`src/rtl/scb_pkg.sv`:
```
// -----------------------------------------------------------------------------
// scb_pkg
//   Shared types and constants for the commit scoreboard.
//   - state_e    : scoreboard run state (IDLE, RUN, DONE, FAIL)
//   - err_kind_e : first-error classification reported on err_kind_o
//   - COUNT_W    : width of the compare counters and error index
//   - sat_inc()  : saturating increment for COUNT_W-wide counters
// -----------------------------------------------------------------------------
package scb_pkg;

  localparam int COUNT_W = 16;

  typedef enum logic [1:0] {
    ST_IDLE = 2'd0,
    ST_RUN  = 2'd1,
    ST_DONE = 2'd2,
    ST_FAIL = 2'd3
  } state_e;

  typedef enum logic [2:0] {
    ERR_NONE     = 3'd0,
    ERR_PC       = 3'd1,
    ERR_DEST     = 3'd2,
    ERR_DATA     = 3'd3,
    ERR_OVERFLOW = 3'd4,
    ERR_TIMEOUT  = 3'd5
  } err_kind_e;

  // Counters stick at all-ones instead of wrapping back to zero.
  function automatic logic [COUNT_W-1:0] sat_inc(input logic [COUNT_W-1:0] v);
    return (&v) ? v : v + COUNT_W'(1);
  endfunction

endpackage

```
`src/rtl/scb_fifo.sv`:
```
// -----------------------------------------------------------------------------
// scb_fifo
//   Synchronous FIFO holding commit records for the scoreboard.
//   Ports:
//     clk_i, rst_i   clock, asynchronous active-high reset
//     push_i         write data_i this edge (dropped if full and not popping)
//     pop_i          discard the head entry this edge (ignored when empty)
//     flush_i        empty the FIFO this edge; overrides push/pop
//     data_i         record to write
//     full_o/empty_o occupancy flags
//     head_o         oldest entry (valid when !empty_o)
//   Pointers carry one wrap bit above the index so full and empty are
//   distinguishable when the indices coincide.
// -----------------------------------------------------------------------------
module scb_fifo #(
  parameter int WIDTH = 8,
  parameter int DEPTH = 8
) (
  input  logic             clk_i,
  input  logic             rst_i,
  input  logic             push_i,
  input  logic             pop_i,
  input  logic             flush_i,
  input  logic [WIDTH-1:0] data_i,
  output logic             full_o,
  output logic             empty_o,
  output logic [WIDTH-1:0] head_o
);

  localparam int PTR_W = $clog2(DEPTH);

  logic [PTR_W:0]   wr_ptr_q, wr_ptr_d;
  logic [PTR_W:0]   rd_ptr_q, rd_ptr_d;
  logic [WIDTH-1:0] mem_q [DEPTH];
  logic             do_push;
  logic             do_pop;

  assign empty_o = (wr_ptr_q == rd_ptr_q);
  assign full_o  = (wr_ptr_q[PTR_W] != rd_ptr_q[PTR_W]) &&
                   (wr_ptr_q[PTR_W-1:0] == rd_ptr_q[PTR_W-1:0]);

  // When full, a simultaneous pop frees the slot being written.
  assign do_pop  = pop_i && !empty_o;
  assign do_push = push_i && (!full_o || do_pop);

  assign head_o = mem_q[rd_ptr_q[PTR_W-1:0]];

  always_comb begin
    // NOTE: every combinational output gets a default first so no path leaves it unassigned (no latch).
    wr_ptr_d = wr_ptr_q;
    rd_ptr_d = rd_ptr_q;
    if (flush_i) begin
      wr_ptr_d = '0;
      rd_ptr_d = '0;
    end else begin
      if (do_push) wr_ptr_d = wr_ptr_q + (PTR_W+1)'(1);
      if (do_pop)  rd_ptr_d = rd_ptr_q + (PTR_W+1)'(1);
    end
  end

  // NOTE: state registers use non-blocking assignments so every flop samples pre-edge values.
  always_ff @(posedge clk_i or posedge rst_i) begin
    if (rst_i) begin
      wr_ptr_q <= '0;
      rd_ptr_q <= '0;
    end else begin
      wr_ptr_q <= wr_ptr_d;
      rd_ptr_q <= rd_ptr_d;
    end
  end

  // NOTE: the storage array is deliberately not reset; the pointers alone define which entries are valid.
  always_ff @(posedge clk_i) begin
    if (do_push && !flush_i) mem_q[wr_ptr_q[PTR_W-1:0]] <= data_i;
  end

endmodule

```
`src/rtl/commit_scoreboard.sv`:
```
// -----------------------------------------------------------------------------
// commit_scoreboard
//   In-order commit checker: buffers instructions retired by the CPU and a
//   golden-model record stream in two FIFOs, compares the heads pairwise,
//   counts matches/mismatches, latches the first error and flags overflow
//   of the DUT FIFO and stalls (timeout).
//   Ports:
//     clk_i, rst_i        clock, asynchronous active-high reset
//     start_i             begin a run from IDLE/DONE/FAIL (ignored in RUN)
//     dut_*_i             DUT commit record, strobed by dut_valid_i
//     ref_*_i, ref_ready_o golden record with valid/ready handshake
//     busy_o              state is RUN
//     done_o              state is DONE or FAIL
//     pass_o              DONE with no mismatches
//     err_kind_o          first error class (scb_pkg::err_kind_e)
//     err_index_o         0-based compare index of the first error
//     match_cnt_o         matching compares (saturating)
//     err_cnt_o           mismatching compares (saturating)
// -----------------------------------------------------------------------------
module commit_scoreboard
  import scb_pkg::*;
#(
  parameter int DATA_W      = 32,
  parameter int ADDR_W      = 32,
  parameter int REG_W       = 5,
  parameter int DEPTH       = 8,
  parameter int END_COUNT   = 25,
  parameter int TIMEOUT     = 64,
  parameter bit STOP_ON_ERR = 1'b1
) (
  input  logic               clk_i,
  input  logic               rst_i,
  input  logic               start_i,
  input  logic               dut_valid_i,
  input  logic [ADDR_W-1:0]  dut_pc_i,
  input  logic               dut_we_i,
  input  logic [REG_W-1:0]   dut_rd_i,
  input  logic [DATA_W-1:0]  dut_wdata_i,
  input  logic               ref_valid_i,
  output logic               ref_ready_o,
  input  logic [ADDR_W-1:0]  ref_pc_i,
  input  logic               ref_we_i,
  input  logic [REG_W-1:0]   ref_rd_i,
  input  logic [DATA_W-1:0]  ref_wdata_i,
  output logic               busy_o,
  output logic               done_o,
  output logic               pass_o,
  output logic [2:0]         err_kind_o,
  output logic [COUNT_W-1:0] err_index_o,
  output logic [COUNT_W-1:0] match_cnt_o,
  output logic [COUNT_W-1:0] err_cnt_o
);

  localparam int REC_W = ADDR_W + 1 + REG_W + DATA_W;
  localparam int TMR_W = $clog2(TIMEOUT + 1);

  typedef struct packed {
    logic [ADDR_W-1:0] pc;
    logic              we;
    logic [REG_W-1:0]  rd;
    logic [DATA_W-1:0] wdata;
  } rec_t;

  state_e             state_q, state_d;
  err_kind_e          kind_q, kind_d, cmp_kind;
  logic [COUNT_W-1:0] match_q, match_d;
  logic [COUNT_W-1:0] err_q, err_d;
  logic [COUNT_W-1:0] idx_q, idx_d;
  logic [TMR_W-1:0]   timer_q, timer_d;
  logic               busy_q, done_q, pass_q;

  rec_t dut_in, ref_in, dut_head, ref_head;
  logic dut_full, dut_empty, ref_full, ref_empty;
  logic in_run, flush, dut_push, ref_push, compare, overflow;
  logic [COUNT_W:0]   total;
  logic [COUNT_W-1:0] total_idx;

  // ---------------------------------------------------------------------------
  // FIFO control
  // ---------------------------------------------------------------------------
  assign in_run      = (state_q == ST_RUN);
  assign flush       = start_i && !in_run;
  assign ref_ready_o = in_run && !ref_full;
  assign dut_push    = in_run && dut_valid_i;
  assign ref_push    = ref_valid_i && ref_ready_o;
  assign compare     = in_run && !dut_empty && !ref_empty;
  // A pop on the same edge makes room, so only an unmatched push overflows.
  assign overflow    = dut_push && dut_full && !compare;

  assign dut_in = '{pc: dut_pc_i, we: dut_we_i, rd: dut_rd_i, wdata: dut_wdata_i};
  assign ref_in = '{pc: ref_pc_i, we: ref_we_i, rd: ref_rd_i, wdata: ref_wdata_i};

  scb_fifo #(.WIDTH(REC_W), .DEPTH(DEPTH)) u_dut_fifo (
    .clk_i   (clk_i),
    .rst_i   (rst_i),
    .push_i  (dut_push),
    .pop_i   (compare),
    .flush_i (flush),
    .data_i  (dut_in),
    .full_o  (dut_full),
    .empty_o (dut_empty),
    .head_o  (dut_head)
  );

  scb_fifo #(.WIDTH(REC_W), .DEPTH(DEPTH)) u_ref_fifo (
    .clk_i   (clk_i),
    .rst_i   (rst_i),
    .push_i  (ref_push),
    .pop_i   (compare),
    .flush_i (flush),
    .data_i  (ref_in),
    .full_o  (ref_full),
    .empty_o (ref_empty),
    .head_o  (ref_head)
  );

  // ---------------------------------------------------------------------------
  // Head comparison: PC beats destination beats data. rd only matters when the
  // instruction writes, and writes to r0 carry don't-care data.
  // ---------------------------------------------------------------------------
  always_comb begin
    cmp_kind = ERR_NONE;
    if (dut_head.pc != ref_head.pc) begin
      cmp_kind = ERR_PC;
    end else if ((dut_head.we != ref_head.we) ||
                 (dut_head.we && (dut_head.rd != ref_head.rd))) begin
      cmp_kind = ERR_DEST;
    end else if (dut_head.we && (dut_head.rd != '0) &&
                 (dut_head.wdata != ref_head.wdata)) begin
      cmp_kind = ERR_DATA;
    end
  end

  // Compares completed so far; the index of the compare happening now.
  assign total     = {1'b0, match_q} + {1'b0, err_q};
  assign total_idx = total[COUNT_W] ? '1 : total[COUNT_W-1:0];

  // ---------------------------------------------------------------------------
  // Next-state logic
  // ---------------------------------------------------------------------------
  always_comb begin
    state_d = state_q;
    kind_d  = kind_q;
    match_d = match_q;
    err_d   = err_q;
    idx_d   = idx_q;
    timer_d = timer_q;

    case (state_q)
      ST_RUN: begin
        if (compare) begin
          timer_d = '0;
          if (cmp_kind != ERR_NONE) begin
            err_d = sat_inc(err_q);
            if (kind_q == ERR_NONE) begin
              kind_d = cmp_kind;
              idx_d  = total_idx;
            end
            if (STOP_ON_ERR) state_d = ST_FAIL;
          end else begin
            match_d = sat_inc(match_q);
          end
          // A stopping mismatch on the final compare leaves FAIL in place.
          if ((int'(total) + 1 >= END_COUNT) && (state_d == ST_RUN)) begin
            state_d = ST_DONE;
          end
        end else if (overflow || (timer_q == TMR_W'(TIMEOUT - 1))) begin
          state_d = ST_FAIL;
          if (kind_q == ERR_NONE) begin
            kind_d = overflow ? ERR_OVERFLOW : ERR_TIMEOUT;
            idx_d  = total_idx;
          end
        end else begin
          timer_d = timer_q + TMR_W'(1);
        end
      end
      default: begin
        if (start_i) begin
          state_d = ST_RUN;
          kind_d  = ERR_NONE;
          match_d = '0;
          err_d   = '0;
          idx_d   = '0;
          timer_d = '0;
        end
      end
    endcase
  end

  always_ff @(posedge clk_i or posedge rst_i) begin
    if (rst_i) begin
      state_q <= ST_IDLE;
      kind_q  <= ERR_NONE;
      match_q <= '0;
      err_q   <= '0;
      idx_q   <= '0;
      timer_q <= '0;
      busy_q  <= 1'b0;
      done_q  <= 1'b0;
      pass_q  <= 1'b0;
    end else begin
      state_q <= state_d;
      kind_q  <= kind_d;
      match_q <= match_d;
      err_q   <= err_d;
      idx_q   <= idx_d;
      timer_q <= timer_d;
      busy_q  <= (state_d == ST_RUN);
      done_q  <= (state_d == ST_DONE) || (state_d == ST_FAIL);
      pass_q  <= (state_d == ST_DONE) && (err_d == '0);
    end
  end

  assign busy_o      = busy_q;
  assign done_o      = done_q;
  assign pass_o      = pass_q;
  assign err_kind_o  = kind_q;
  assign err_index_o = idx_q;
  assign match_cnt_o = match_q;
  assign err_cnt_o   = err_q;

endmodule

```
`config.mk`:
```
export PLATFORM = sky130hd
export DESIGN_NAME = commit_scoreboard
export DESIGN_NICKNAME = d
export VERILOG_FILES = /design/src/rtl/scb_pkg.sv /design/src/rtl/scb_fifo.sv /design/src/rtl/commit_scoreboard.sv
export SDC_FILE = /design/constraint.sdc
export NUM_CORES = 1
export LEC_CHECK = 0
export CORE_AREA = 2 2 313 315
export CTS_CLUSTER_SIZE = 8
export DETAILED_ROUTE_END_ITERATION = 10
export DIE_AREA = 0 0 315 317
export GPL_ROUTABILITY_DRIVEN = 0
export PLACE_DENSITY = 0.67
export SLEW_MARGIN = 40
export SYNTH_ARGS = -nofsm -noshare
export SYNTH_HDL_FRONTEND = slang
export SYNTH_SLANG_ARGS = --single-unit
```
`constraint.sdc`:
```
create_clock -name clk_i -period 32.1 [get_ports clk_i]
set_input_delay 4.815 -clock clk_i [delete_from_list [all_inputs] [get_ports clk_i]]
set_output_delay 4.815 -clock clk_i [all_outputs]
set_load 0.02 [all_outputs]
```
==> flow_summary.json <==
{
  "status": "completed",
  "synth-xor-area-share_pct": 2.01,
  "coreArea_sq_um": 96300,
  "seqPwrFrac_pct": 42.0,
  "multi_input_area_sq_um": 11700,
  "grt_pass1_wl_um": 156000,
  "grtUsageTotal_pct": 21.5,
  "wl_per_cell_um": 26.9,
  "cts_buffers": 167,
  "synth_top_family_by_area": "multiplexers",
  "cap_viol_max_count": 0,
  "antenna_found_initial": 12,
  "cts_resized": 0,
  "finClkSkew_ps": 24.6,
  "initial_core_util_pct": 49.8,
  "relSlewSlack_pct": 44.1,
  "dp_hpwl_um": 63800,
  "cts-root-buf": "clkbuf_16",
  "use_met2_pct": 36.3,
  "regToRegSetupSlack_ps": 26160,
  "drtPass1Iterations": 6,
  "period_needed_ps": 7690,
  "io_buffer_count": 199,
  "syn-instance-count": 2311,
  "synthMuxAreaShare_pct": 16.4,
  "crit_path_max_incr_delay_ps": 810,
  "synth_compound_area_share_pct": 1.90,
  "yosysUniqueCellTypes": 71,
  "die_x_um": 315,
  "fin_crit_sh_pct": 24.0,
  "crit_type": "flop to output pin",
  "yosys.area_share.simple_pct": 3.10,
  "grt_max_degree": 81,
  "hold_depth": 2,
  "yosys_warnings": 0,
  "pwr-share-comb_pct": 25.1,
  "nFillCells": 6912,
  "use_met1_pct": 27.8,
  "dieArea_sq_um": 99900,
  "dr.first_iter.drc_count": 2125,
  "ant_nets": 0,
  "grtUsageMet3_pct": 4.40,
  "pwr_density_cell_nw_per_um2": 83.5,
  "nets": 2794,
  "seqCellArea_sq_um": 35600,
  "worst_ep_required_time_ps": 27280,
  "rr_endpoint": "err_kind_o[0]",
  "arrival_ps": 2880,
  "fmax_ghz": 0.130,
  "crit_fanout": 39,
  "worst_pin_slew_ps": 831,
  "drive_gt1_share_pct": 21.0,
  "synth_edf_count": 1120,
  "p_leak_nw": 18.0,
  "holdBufCountCts": 0,
  "yosys_register_bits": 1199,
  "hold_viol": 0,
  "ff2ff_path_depth": 13,
  "grt_pass1_vias": 24200,
  "wl_um": 106000,
  "setup_viol": 0,
  "cts_sinks": 1199,
  "rows": 114,
  "crit_path_top_delay_cell": "dfrtp_4",
  "syn-num-nets": 2480,
  "areaGrowthSynthToFinish_pct": 16.6,
  "final_area_sq_um": 55900,
  "die_y_um": 317,
  "crit_path_start_kind": "flop",
  "slew_violations": 0,
  "htreeDepth": 4,
  "worstHoldEndpoint": "err_index_o[14]",
  "p_switching_mw": 1.35,
  "p_int_mw": 3.31,
  "clock_latency_ps": 750,
  "synthArstFlopShare_pct": 6.59,
  "dpl_cell_area_sq_um": 51400,
  "p_sw_share_pct": 29.0,
  "synth-adder-area-share_pct": 0.642,
  "holdCritPathClass": "flop to flop",
  "rsz0062_at_grt": "false",
  "syn_avg_cell_area_sq_um": 20.8,
  "synthFlopType": "edfxtp_1",
  "netlist_area_sq_um": 48000,
  "crit_chain": "xor2_1 > nor4_1 > nor2_1 > clkdlybuf4s50_1",
  "fin_util_pct": 58.1,
  "cts.clk_slew.worst_paths_ps": 60,
  "vias": 23200,
  "grt_overflow": 0,
  "worstSetupEndpointType": "output pin",
  "post-cts-setup-buffers": 0,
  "drcViolationCount": 0,
  "tritoncts": "built",
  "final.setup.tns_ps": 0,
  "clockBufferDepth": 3,
  "io_pins": 200,
  "busiest_layer": "met2",
  "avgViaCountPerCell": 5.90,
  "hp-start": "err_index_o[14]",
  "r2r_start": "u_dut_fifo.rd_ptr_q[2]",
  "p_clk_share_pct": 33.0,
  "ir_worst_vdd_uv": 63.5,
  "seq_area_frac_synth_pct": 74.2
}
-- power groups by stage --
stage | combinational [mW] | sequential (mW) | clock, mW
after floorplan | 0.882 | 1.94 | 0
after global placement | 1.17 | 1.99 | 0
after detailed placement | 1.19 | 1.99 | 0
after CTS | 1.20 | 1.96 | 1.57
after global routing | 1.25 | 1.97 | 1.63
final | 1.17 | 1.96 | 1.54
-- cell usage after synthesis (6+ instances only) --
library cell / instances / share of area, %
xnor2_1: 87 / 1.6
nor4_1: 6 / 0.078
and3_1: 11 / 0.14
nor2_1: 71 / 0.56
buf_6: 19 / 0.45
nand3_1: 21 / 0.22
buf_2: 37 / 0.39
edfxtp_1: 1120 / 70
inv_1: 22 / 0.17
nand4_1: 24 / 0.31
nor3_1: 22 / 0.23
nand2_1: 68 / 0.53
a22o_1: 11 / 0.20
mux4_2: 280 / 13
mux2i_1: 151 / 3.2
clkbuf_1: 17 / 0.13
buf_4: 21 / 0.33
xor2_1: 23 / 0.42
a211oi_1: 6 / 0.094
o21ai_0: 39 / 0.41
dfrtp_1: 79 / 4.1
nor2b_1: 15 / 0.20
a21oi_1: 29 / 0.30
ha_1: 23 / 0.60
-- per-layer routing --
metal / share of wire, % / vias to the layer above
met5: 0.12 / -
met4: 2.7 / 20
met3: 5.5 / 167
met2: 52 / 720
met1: 40 / 12300
li1: - / 10100
-- flip-flops by register name, indices dropped and copies added (netlist names) --
name and cells:
err_index_o 16, u_ref_fifo.rd_ptr_q 4, u_dut_fifo.mem_q 560, done_o 1, u_dut_fifo.wr_ptr_q 4, match_cnt_o 16
busy_o 1, err_cnt_o 16, u_ref_fifo.wr_ptr_q 4, err_kind_o 3, u_dut_fifo.rd_ptr_q 4, pass_o 1
state_q 2, u_ref_fifo.mem_q 560, timer_q 7
-- through the flow --
step,hold slack (ps),setup WS [ps],total power [mW],cells
2_1_floorplan,465,19020,2.83,2311
3_3_place_gp,465,24220,3.15,3729
3_5_place_dp,479,24190,3.18,3731
4_1_cts,489,24290,4.73,3934
5_1_grt,532,24270,4.85,3937
6_report,480,24410,4.67,3938
-- worst max-delay path: cells and delay by family (launching register included) --
kind                   cells  cell delay [ps]
flip-flops                 1              810
buffers and inverters      1              680
AND/OR/NAND/NOR            2              400
XOR/XNOR                   1              240
-- worst max path at each step --
stage | slack, ps | to | startpoint | cells after the start
2_1_floorplan | 19020 | u_dut_fifo.mem_q[5][0] | dut_valid_i | 3
4_1_cts | 24290 | ref_ready_o | u_ref_fifo.rd_ptr_q[2] | 4
6_report | 24410 | ref_ready_o | u_ref_fifo.rd_ptr_q[2] | 4
3_3_place_gp | 24220 | u_ref_fifo.mem_q[7][25] | ref_valid_i | 5
3_5_place_dp | 24190 | u_ref_fifo.mem_q[2][20] | ref_valid_i | 5
5_1_grt | 24270 | ref_ready_o | u_ref_fifo.rd_ptr_q[2] | 4
-- cell type report --
type	instances	share of cell area, %
multi-input cells	987	20.8
flip-flops and latches	1199	63.7
diodes	3	0.0134
repair buffers	248	4.40
well taps	1276	2.85
clock buffers	190	7.70
clock inverters	13	0.358
inverters	22	0.150
-- cell usage in the layout (no fill, tap or decap), drive strengths merged, types with 29 or more instances in the layout --
| master | n |
|---|---|
| a21oi | 29 |
| nand2 | 69 |
| mux4 | 280 |
| edfxtp | 1120 |
| dfrtp | 79 |
| xnor2 | 87 |
| o21ai | 40 |
| nor2 | 71 |
| clkbuf | 190 |
| inv | 30 |
| clkdlybuf4s50 | 199 |
| buf | 49 |
| mux2i | 153 |
-- kinds of logic after synthesis --
kind of cell,after synthesis
and+or+nand+nor,285
xor gates and xnor gates,110
AOI/OAI and AO/OA,134
muxes,434
adders and majority gates,24
DFF,1199
buffers and inverters,125
(Power assumes the default switching activity.)
